--- src/rtl/ama_riscv_mem_arbiter.sv ---
// Round-robin arbiter sharing one backing-memory port between icache fills and dcache fills/writebacks.
// One transaction in flight at a time; exposes saturating grant counters and a sticky unexpected-response flag.
module ama_riscv_mem_arbiter #(
  parameter int unsigned ADDR_W = 26,
  parameter int unsigned LINE_W = 128,
  parameter int unsigned CNT_W  = 32
) (
  input  logic              clk,
  input  logic              rst,
  input  logic              ic_req_valid,
  output logic              ic_req_ready,
  input  logic [ADDR_W-1:0] ic_req_addr,
  output logic              ic_rsp_valid,
  output logic [LINE_W-1:0] ic_rsp_data,
  input  logic              dc_req_valid,
  output logic              dc_req_ready,
  input  logic [ADDR_W-1:0] dc_req_addr,
  input  logic              dc_req_we,
  input  logic [LINE_W-1:0] dc_req_wdata,
  output logic              dc_rsp_valid,
  output logic [LINE_W-1:0] dc_rsp_data,
  output logic              mem_req_valid,
  input  logic              mem_req_ready,
  output logic [ADDR_W-1:0] mem_req_addr,
  output logic              mem_req_we,
  output logic [LINE_W-1:0] mem_req_wdata,
  input  logic              mem_rsp_valid,
  input  logic [LINE_W-1:0] mem_rsp_data,
  output logic [CNT_W-1:0]  ic_grant_cnt,
  output logic [CNT_W-1:0]  dc_grant_cnt,
  output logic              err_unexp_rsp
);

  typedef enum logic [1:0] {ST_IDLE, ST_REQ, ST_RSP} state_t;

  state_t            state;
  logic              last_dc;
  logic              own_dc;
  logic              own_we;
  logic [ADDR_W-1:0] own_addr;
  logic [LINE_W-1:0] own_wdata;
  logic              grant_ic;
  logic              grant_dc;
  logic              rsp_fire;

  // On a tie the requester that did not win last time gets the port.
  always_comb begin
    grant_ic = 1'b0;
    grant_dc = 1'b0;
    if (state == ST_IDLE && !rst) begin
      if (ic_req_valid && dc_req_valid) begin
        grant_dc = !last_dc;
        grant_ic = last_dc;
      end else begin
        grant_dc = dc_req_valid;
        grant_ic = ic_req_valid;
      end
    end
  end

  assign ic_req_ready  = grant_ic;
  assign dc_req_ready  = grant_dc;

  assign mem_req_valid = (state == ST_REQ);
  assign mem_req_addr  = own_addr;
  assign mem_req_we    = own_we;
  assign mem_req_wdata = own_wdata;

  assign rsp_fire      = (state == ST_RSP) && mem_rsp_valid;
  assign ic_rsp_valid  = rsp_fire && !own_dc;
  assign ic_rsp_data   = ic_rsp_valid ? mem_rsp_data : '0;
  assign dc_rsp_valid  = rsp_fire && own_dc;
  assign dc_rsp_data   = (dc_rsp_valid && !own_we) ? mem_rsp_data : '0;

  always_ff @(posedge clk or posedge rst) begin
    if (rst) begin
      state         <= ST_IDLE;
      last_dc       <= 1'b0;
      own_dc        <= 1'b0;
      own_we        <= 1'b0;
      own_addr      <= '0;
      own_wdata     <= '0;
      ic_grant_cnt  <= '0;
      dc_grant_cnt  <= '0;
      err_unexp_rsp <= 1'b0;
    end else begin
      if (mem_rsp_valid && state != ST_RSP) begin
        err_unexp_rsp <= 1'b1;
      end
      case (state)
        ST_IDLE: begin
          if (grant_ic || grant_dc) begin
            own_dc    <= grant_dc;
            own_addr  <= grant_dc ? dc_req_addr : ic_req_addr;
            own_we    <= grant_dc && dc_req_we;
            own_wdata <= grant_dc ? dc_req_wdata : '0;
            last_dc   <= grant_dc;
            if (grant_dc) begin
              if (dc_grant_cnt != '1) dc_grant_cnt <= dc_grant_cnt + CNT_W'(1);
            end else begin
              if (ic_grant_cnt != '1) ic_grant_cnt <= ic_grant_cnt + CNT_W'(1);
            end
            state <= ST_REQ;
          end
        end
        ST_REQ: begin
          if (mem_req_ready) state <= ST_RSP;
        end
        ST_RSP: begin
          if (mem_rsp_valid) state <= ST_IDLE;
        end
        default: state <= ST_IDLE;
      endcase
    end
  end

endmodule

--- config.mk ---
export PLATFORM = sky130hd
export DESIGN_NAME = ama_riscv_mem_arbiter
export DESIGN_NICKNAME = d
export VERILOG_FILES = /design/src/rtl/ama_riscv_mem_arbiter.sv
export SDC_FILE = /design/constraint.sdc
export NUM_CORES = 1
export LEC_CHECK = 0
export CELL_PAD_IN_SITES_DETAIL_PLACEMENT = 0
export CELL_PAD_IN_SITES_GLOBAL_PLACEMENT = 1
export CORE_AREA = 4 4 305 307
export DETAILED_ROUTE_END_ITERATION = 7
export DIE_AREA = 0 0 309 311
export HOLD_SLACK_MARGIN = 0.1
export MAX_ROUTING_LAYER = met4
export PLACE_DENSITY = 0.54
export SYNTH_ARGS = -nofsm -noshare
export SYNTH_HDL_FRONTEND = slang
export SYNTH_SLANG_ARGS = --single-unit
export TNS_END_PERCENT = 5
--- constraint.sdc ---
create_clock -name clk -period 8.5 [get_ports clk]
set_clock_uncertainty 0.2 [all_clocks]
set_input_delay 0.85 -clock clk [delete_from_list [all_inputs] [get_ports clk]]
set_output_delay 0.85 -clock clk [all_outputs]
set_load 0.01 [all_outputs]
# Word-level counts from Yosys, hierarchy flattened
# Cells that the tools add are included.
word_totals:
  register_bits: 223
classes:
  n_addsub: 2
  eq_ne: 8
  mux: 12
  bitwise_logic: 1
  n_reduce_logical: 17
op_table:
  columns: ["operator", "count"]
  rows:
  - ["$mux 128", 3]
  - ["$add 32x1->32 const B", 2]
  - ["$ne 32x32->1 const B", 2]
  - ["$mux 26", 1]
  - ["$logic_and 1x1->1", 8]
  - ["$reduce_and 4->1", 2]
  - ["$mux 2", 3]
  - ["$pmux 2 s3", 1]
  - ["$mux 1", 4]
  - ["$ne 2x1->1 const B", 2]
  - ["$ne 2x2->1 const B", 2]
  - ["$logic_not 1->1", 3]
  - ["$reduce_and 3->1", 1]
  - ["$eq 2x1->1 const B", 1]
  - ["$eq 2x2->1 const B", 1]
  - ["$logic_not 2->1", 1]
  - ["$reduce_and 2->1", 1]
  - ["$logic_or 1x1->1", 1]
  - ["$not 1->1", 1]

# Longest topological paths before layout
# Gate-level depths: netlist (run 1).
depth:
  word_depth: 6
  mapped_depth: 7
  depth_no_buf: 6

# Worst setup path before layout (run 1)
# OpenSTA, ideal clock, no wires.
synth_path:
  path_type: "input to output"
  startpoint: "in mem_rsp_valid"
  endpoint: "out dc_rsp_data[100]"
  arrival_ps: 1880
  t_required_ps: 7450
  setup_slack_ps: 5570
  cell_stages: 5
  n_path_buf: 2
  path_cell_list: "and3_1 > nor2b_1 > clkbuf_1 > clkbuf_1 > and2_1"
synth_via:
  elab_chain_cells: 4
synth_lines:
  columns: ["item", "line_no", "source"]
  rows:
  - ["start: declaration", "27", "input logic mem_rsp_valid,"]
  - ["$logic_and 1x1->1", "69", "assign rsp_fire = (state == ST_RSP) && mem_rsp_valid;"]
  - ["$logic_and 1x1->1", "72", "assign dc_rsp_valid = rsp_fire && own_dc;"]
  - ["$logic_and 1x1->1", "73", "assign dc_rsp_data = (dc_rsp_valid && !own_we) ? mem_rsp_data : '0;"]
  - ["$mux 128", "73", null]
  - ["end: declaration", "21", "output logic [LINE_W-1:0] dc_rsp_data,"]
# No other way between the ends.

# Worst setup path after layout (run 1)
layout_path:
  startpoint: "in mem_rsp_valid"
  endpoint: "out ic_rsp_data[46]"
layout_via:
  elab_chain_cells: 3
layout_lines:
  columns: ["item", "line_no", "source"]
  rows:
  - ["$logic_and 1x1->1", "69", null]
  - ["$logic_and 1x1->1", "70", "assign ic_rsp_valid = rsp_fire && !own_dc;"]
  - ["$mux 128", "71", "assign ic_rsp_data = ic_rsp_valid ? mem_rsp_data : '0;"]
  - ["end: declaration", "14", "output logic [LINE_W-1:0] ic_rsp_data,"]
# No other way between the ends.

==> impl_metrics.ini, run 1 <==
[status]
status = finished, final reports clean

[yosys]
synth-seq-area-share_pct = 52.64
number_of_storage_elements_in_the_synthesis_netlist = 223
top_cell_type_by_total_area_after_synthesis = sky130_fd_sc_hd__dfrtp_1
postSynth.asyncResetShare_pct = 100.0
synthesis.area_per_instance_sq_um = 10.89
synth_cell_type_count = 48
postSynthNetCount = 1290
postSynth.topFlopCell = sky130_fd_sc_hd__dfrtp_1
synth_top_cell_area_share_pct = 52.64
syn-instance-count = 973
synthesized_area_sq_um = 10600
synth_edf_count = 0
synth_warnings = 0
synth_area_leaders = sky130_fd_sc_hd__dfrtp_1 53%, sky130_fd_sc_hd__and2_1 15%, sky130_fd_sc_hd__a22o_1 11%

[drt]
dr.first_iter.drc_count = 801
finalWirelength_mm = 70.17
avgViaCountPerCell = 3.672
drc = 0
met2RoutedLength_mm = 32.87
via_count = 10840
wl_met3_mm = 5.657
route.top_layer_used = met4
wl_per_cell_um = 23.76
detailedRoute.firstPassIterationCount = 5
met1Wirelength_mm = 30.43
ant_nets = 0

[clocking]
clock-sinks = 223
cts_made_buffers = 28
ctsHoldBuffers = 0
ctsResizeCount = 0
cts-root-to-sink-buffers = 3
cts.clk_slew.worst_paths_ns = 0.06
htree_levels = 1
clock_latency_of_the_later_clocked_register_in_the_worst_skew_pair_ns = 0.55
clk_root_buffer_cell = sky130_fd_sc_hd__clkbuf_16
postCtsSetupBuffers = 0
tritoncts_clock_tree = done

[global_routing]
grt.overflow.total = 0
antenna_found_initial = 27
grt_start_max_net_pins = 158
grt_pass1_wl_mm = 94.72
gr-usage-all-layers_pct = 14.25
via_count_of_the_first_global_routing_pass = 11220

[power]
share_comb_of_total_power_pct = 42.2
internal_power_consumption_mw = 3.371
p_leak_nw = 8.386
seq_pwr_share_pct = 33.8
cell_area_power_density_nw_per_um2 = 241.5
clock_power_share_pct = 24.0
net_switching_power_figure_mw = 1.665
worst_ir_drop_vdd_mv = 0.1628
swShare_pct = 33.07

[critical_path]
timing.critical_path.slowest_cell_delay_ns = 0.71
required_ns = 7.45
path_cells = clkdlybuf4s50_1 -> nand2_1 -> nor2_4 -> buf_4 -> and2_1 -> clkdlybuf4s50_1
startpoint_type = input pin
worst-path-max-fanout = 81
setup_cp_type = in -> out
slowest_stage = sky130_fd_sc_hd__nor2_4
crit_top_cell = sky130_fd_sc_hd__clkdlybuf4s50_1
worst_endpoint_data_arrival_time_ns = 3.67
crit_end_element = output pin

[sta]
hold-worst-slack_ns = 0.2710
relSlewSlack_pct = 27.75
unrepaired_setup_endpoints_after_global_routing = false
max_freq_mhz = 211.8
setup_violations = 0
layout_worst_path_cycle_share_pct = 55.55
layout_setup_ws_ns = 3.778
max_slew.worst_pin.slew_ns = 1.084
hold_violations = 0
final-max-slew-violation-count = 0
finalSetupTns_ns = 0
shortest_clock_period_the_worst_path_allows_after_layout_ns = 4.722

[hold_path]
worstHoldPathType = reg -> reg

[layout]
layout.cells.most_common = sky130_fd_sc_hd__clkdlybuf4s50_1
area.growth.synth_to_final_pct = 96.75
post_route_cells_drive_above_1_share_pct = 3.977
layout_common_cells = 795 x sky130_fd_sc_hd__clkdlybuf4s50_1, 262 x sky130_fd_sc_hd__and2_1, 223 x sky130_fd_sc_hd__dfrtp_1, 129 x sky130_fd_sc_hd__a22o_1, 38 x sky130_fd_sc_hd__xnor2_1
fillCellCount = 9699
final_nets = 2056
layout.area.seq_sq_um = 5580
final_core_util_pct = 23.17
multi_input_comb_area_sq_um = 4652

[place]
dp.final_hpwl_mm = 57.81
buffer_ports.inserted = 795
finalWeightedCongestion = 0.9009
detailedPlace.worstSlack_ns = 3.766

[floorplan]
design.portCount = 796
dieArea_sq_um = 96100
floorplan.die.height_um = 311
floorplan.core_area_sq_um = 90010
floorplan.initialDensity_pct = 11.78
floorplan.rows = 110
chipWidth_um = 309

[flow_run]
cap_violations = 0
[critical path: cells and delay by family]
kind | cells | cell delay [ns]
buffers and inverters | 3 | 1.69
AND/OR/NAND/NOR | 3 | 1.05
[power by group through the flow]
| stage | Combinational, mW | Clock, mW | Sequential (mW) |
|---|---|---|---|
| after floorplan | 0.610 | 0 | 1.84 |
| after CTS | 2.17 | 1.26 | 1.70 |
| after detailed placement | 2.16 | 0 | 1.71 |
| final | 2.13 | 1.21 | 1.70 |
| after global routing | 2.24 | 1.31 | 1.74 |
| after global placement | 2.15 | 0 | 1.70 |
[sequential cells by signal, indices dropped and copies added (netlist names)]
signal,count
err_unexp_rsp,1
mem_req_wdata,128
ic_grant_cnt,32
dc_grant_cnt,32
mem_req_addr,26
own_dc,1
state,2
mem_req_we,1
[cell usage after synthesis (2+ instances only)]
cell type / instances
sky130_fd_sc_hd__mux2_2: 3
sky130_fd_sc_hd__dfrtp_1: 223
sky130_fd_sc_hd__xor2_1: 18
sky130_fd_sc_hd__inv_1: 36
sky130_fd_sc_hd__a2111oi_4: 2
sky130_fd_sc_hd__nand2_1: 28
sky130_fd_sc_hd__a22o_1: 129
sky130_fd_sc_hd__nand4_1: 22
sky130_fd_sc_hd__and2_1: 262
sky130_fd_sc_hd__clkbuf_1: 61
sky130_fd_sc_hd__nand3_1: 30
sky130_fd_sc_hd__and3_1: 14
sky130_fd_sc_hd__nor4_2: 2
sky130_fd_sc_hd__xnor2_1: 38
sky130_fd_sc_hd__nor4_1: 3
sky130_fd_sc_hd__o21ai_0: 2
sky130_fd_sc_hd__nor3_1: 12
sky130_fd_sc_hd__and4_1: 5
sky130_fd_sc_hd__nand2b_1: 3
sky130_fd_sc_hd__a31oi_1: 4
sky130_fd_sc_hd__buf_2: 3
sky130_fd_sc_hd__nand3b_1: 2
sky130_fd_sc_hd__ha_1: 2
sky130_fd_sc_hd__buf_1: 4
sky130_fd_sc_hd__nor2_1: 17
sky130_fd_sc_hd__a222oi_1: 26
[layout make-up]
class | count | share of cell area [%]
Antenna cell | 17 | 0.2040
Clock inverter | 7 | 0.4559
Clock buffer | 44 | 3.989
Multi-Input combinational cell | 646 | 22.30
Tap cell | 1176 | 7.055
Timing Repair Buffer | 804 | 38.54
Inverter | 36 | 0.6959
Sequential cell | 223 | 26.76
[logic make-up (layout without fill, tap and decap cells)]
logic type	count (synthesis)	in the layout	share of synthesized area, %
simple gates	412	412	23.71
fa+ha+maj	2	2	0.2360
compound gates	171	171	14.54
xor+xnor	56	56	4.627
buf+inv	104	891	3.718
other cells	0	17	0
flops	223	223	52.64
mux	5	5	0.5193
[final timing paths]
kind                                           to           from  slack [ns]  depth (start not counted)
max in group asynchronous       mem_req_wdata[70]            rst        6.00                          3
worst max-delay path              ic_rsp_data[46]  mem_rsp_valid        3.78                          6
worst max register to register   mem_req_addr[17]       state[0]        4.90                          7
worst min-delay path                err_unexp_rsp  err_unexp_rsp        0.27                          1
min in group asynchronous        dc_grant_cnt[14]            rst        0.69                          2
worst min register to register      err_unexp_rsp  err_unexp_rsp        0.27                          1
[per-layer routing]
layer  track usage (%)  vias up
met5                 -        -
met3             4.553       65
met4             2.481        0
met1             17.79     5383
li1                  -     4975
met2             22.85      419
[stage by stage]
| step | power [mW] | area [sq um] | instances |
|---|---|---|---|
| after global placement | 3.857 | 19890 | 2885 |
| after detailed placement | 3.867 | 19890 | 2885 |
| after CTS | 5.134 | 20810 | 2936 |
| after floorplan | 2.455 | 10600 | 973 |
| final | 5.037 | 20860 | 2953 |
| after global routing | 5.291 | 20840 | 2948 |
Note: power is estimated with default switching activity, not from simulation.
==> run 2, diff against run 1 <==
- clock period: 8.5 -> 4.6 ns (I/O delays scaled with it)
==> impl_metrics.ini, run 2 (synthesized netlist as in run 1, its figures left out) <==
[status]
status = finished, final reports clean

[place]
dp.final_hpwl_mm = 59.08
buffer_ports.inserted = 795
dp.cells = 2888
detailed_place.area_sq_um = 19980
finalWeightedCongestion = 0.9974

[global_routing]
via_count_of_the_first_global_routing_pass = 11310
grt_start_max_net_pins = 158
grt.overflow.total = 0
grt_pass1_wl_mm = 97.80
antenna_found_initial = 17
gr-usage-all-layers_pct = 14.79

[floorplan]
dieArea_sq_um = 96100
floorplan.rows = 110
design.portCount = 796
floorplan.die.height_um = 311
floorplan.initialDensity_pct = 11.78
floorplan.core_area_sq_um = 90010
chipWidth_um = 309

[layout]
layout_common_cells = 795 x sky130_fd_sc_hd__clkdlybuf4s50_1, 262 x sky130_fd_sc_hd__and2_1, 223 x sky130_fd_sc_hd__dfrtp_1, 129 x sky130_fd_sc_hd__a22o_1, 38 x sky130_fd_sc_hd__xnor2_1
design_area_sq_um = 20960
post_route_cells_drive_above_1_share_pct = 4.538
largest_register_ffs = 128
layoutNonFillerInstCount = 2959
area.growth.synth_to_final_pct = 97.75
layout.cells.most_common = sky130_fd_sc_hd__clkdlybuf4s50_1
final_nets = 2060

[clocking]
htree_levels = 1
clock-sinks = 223
clk_root_buffer_cell = sky130_fd_sc_hd__clkbuf_16
cts_made_buffers = 29
tritoncts_clock_tree = done
clock_latency_of_the_later_clocked_register_in_the_worst_skew_pair_ns = 0.56
cts-root-to-sink-buffers = 3
ctsHoldBuffers = 0
postCtsSetupBuffers = 0
cts.clk_slew.worst_paths_ns = 0.06
ctsResizeCount = 0

[power]
worst_ir_drop_vdd_mv = 0.2806
cell_area_power_density_nw_per_um2 = 446.6
p_leak_nw = 8.429

[sta]
unrepaired_setup_endpoints_after_global_routing = false
finalSetupTns_ns = 0
max_freq_mhz = 274.4
setup_violations = 0
shortest_clock_period_the_worst_path_allows_after_layout_ns = 3.644
hold_violations = 0
relSlewSlack_pct = 41.66
layout_worst_path_cycle_share_pct = 79.22
final-max-slew-violation-count = 0
max_slew.worst_pin.slew_ns = 0.8751

[drt]
wl_met3_mm = 5.867
met1Wirelength_mm = 33.22
wl_per_cell_um = 24.49
dr.first_iter.drc_count = 721
ant_nets = 0
finalWirelength_mm = 72.46
met2RoutedLength_mm = 32.54
detailedRoute.firstPassIterationCount = 6
route.top_layer_used = met4
drc = 0
via_count = 10910
avgViaCountPerCell = 3.686

[critical_path]
worst_endpoint_data_arrival_time_ns = 2.98
required_ns = 3.94
worst-path-max-fanout = 128
setup_cp_type = reg -> out
crit_end_element = output pin
startpoint_type = flip-flop

[hold_path]
worstHoldPathType = in -> async

[flow_run]
cap_violations = 0
==> run 2: changes by cell type in the layout (fill, tap and decap cells not counted), sizes merged <==
cell,change
diode,+3
clkinv,+5
bufinv,-1
buf,+3
inv,+1
clkinvlp,+1
clkbuf,-6
==> run 2: power breakdown <==
part / internal, mW / switching (mW) / total, mW / leakage [nW]
logic: 2.24 / 1.72 / 3.96 / 5.05
clock network: 1.31 / 0.939 / 2.25 / 0.464
registers: 2.66 / 0.495 / 3.15 / 2.92
==> run 2: final timing paths <==
| check | from | endpoint | slack [ns] | cells past startpoint |
|---|---|---|---|---|
| hold / removal | rst | dc_grant_cnt[26] | 0.23 | 2 |
| setup reg to reg | own_dc | ic_grant_cnt[30] | 1.76 | 6 |
| max in group asynchronous | rst | mem_req_wdata[63] | 3.04 | 3 |
| hold reg to reg | err_unexp_rsp | err_unexp_rsp | 0.27 | 1 |
| setup / recovery | state[0] | dc_rsp_data[21] | 0.96 | 6 |
| min in group clk | err_unexp_rsp | err_unexp_rsp | 0.27 | 1 |
==> run 2: layer usage <==
layer / global-route usage, % / vias to the layer above
met1: 19.88 / 5460
li1: - / 4989
met4: 1.802 / 0
met5: - / -
met2: 22.50 / 408
met3: 4.540 / 51
==> run 2: critical path, cell delays in order (launching register included) <==
cell and delay [ns]:
sky130_fd_sc_hd__dfrtp_1 0.42, sky130_fd_sc_hd__and2b_1 0.22, sky130_fd_sc_hd__and3_1 0.20, sky130_fd_sc_hd__nor2b_4 0.17, sky130_fd_sc_hd__buf_12 0.30, sky130_fd_sc_hd__and2_1 0.24, sky130_fd_sc_hd__clkdlybuf4s50_1 0.67
==> run 2: through the flow <==
step           utilization, %  power [mW]  setup WS (ns)  hold slack [ns]
4_1_cts                 23.23       9.566         0.9063           0.1994
3_5_place_dp            22.20       7.199          1.036           0.2491
2_1_floorplan               -       4.537          1.030           0.2932
5_1_grt                 23.26       9.857         0.7849           0.2535
3_3_place_gp            22.20       7.171          1.076           0.2490
6_report                23.29       9.361         0.9559           0.2271
==> run 2: cell type report <==
cell class                 count  area (sq um)
sequential                   223          5580
inverter                      36         141.4
multi-input combinational    646          4652
tap                         1176          1471
antenna                       20         50.05
clock inverter                13         111.4
clock buffer                  38         819.5
fill                        9728         69050
timing repair buffer         807          8135
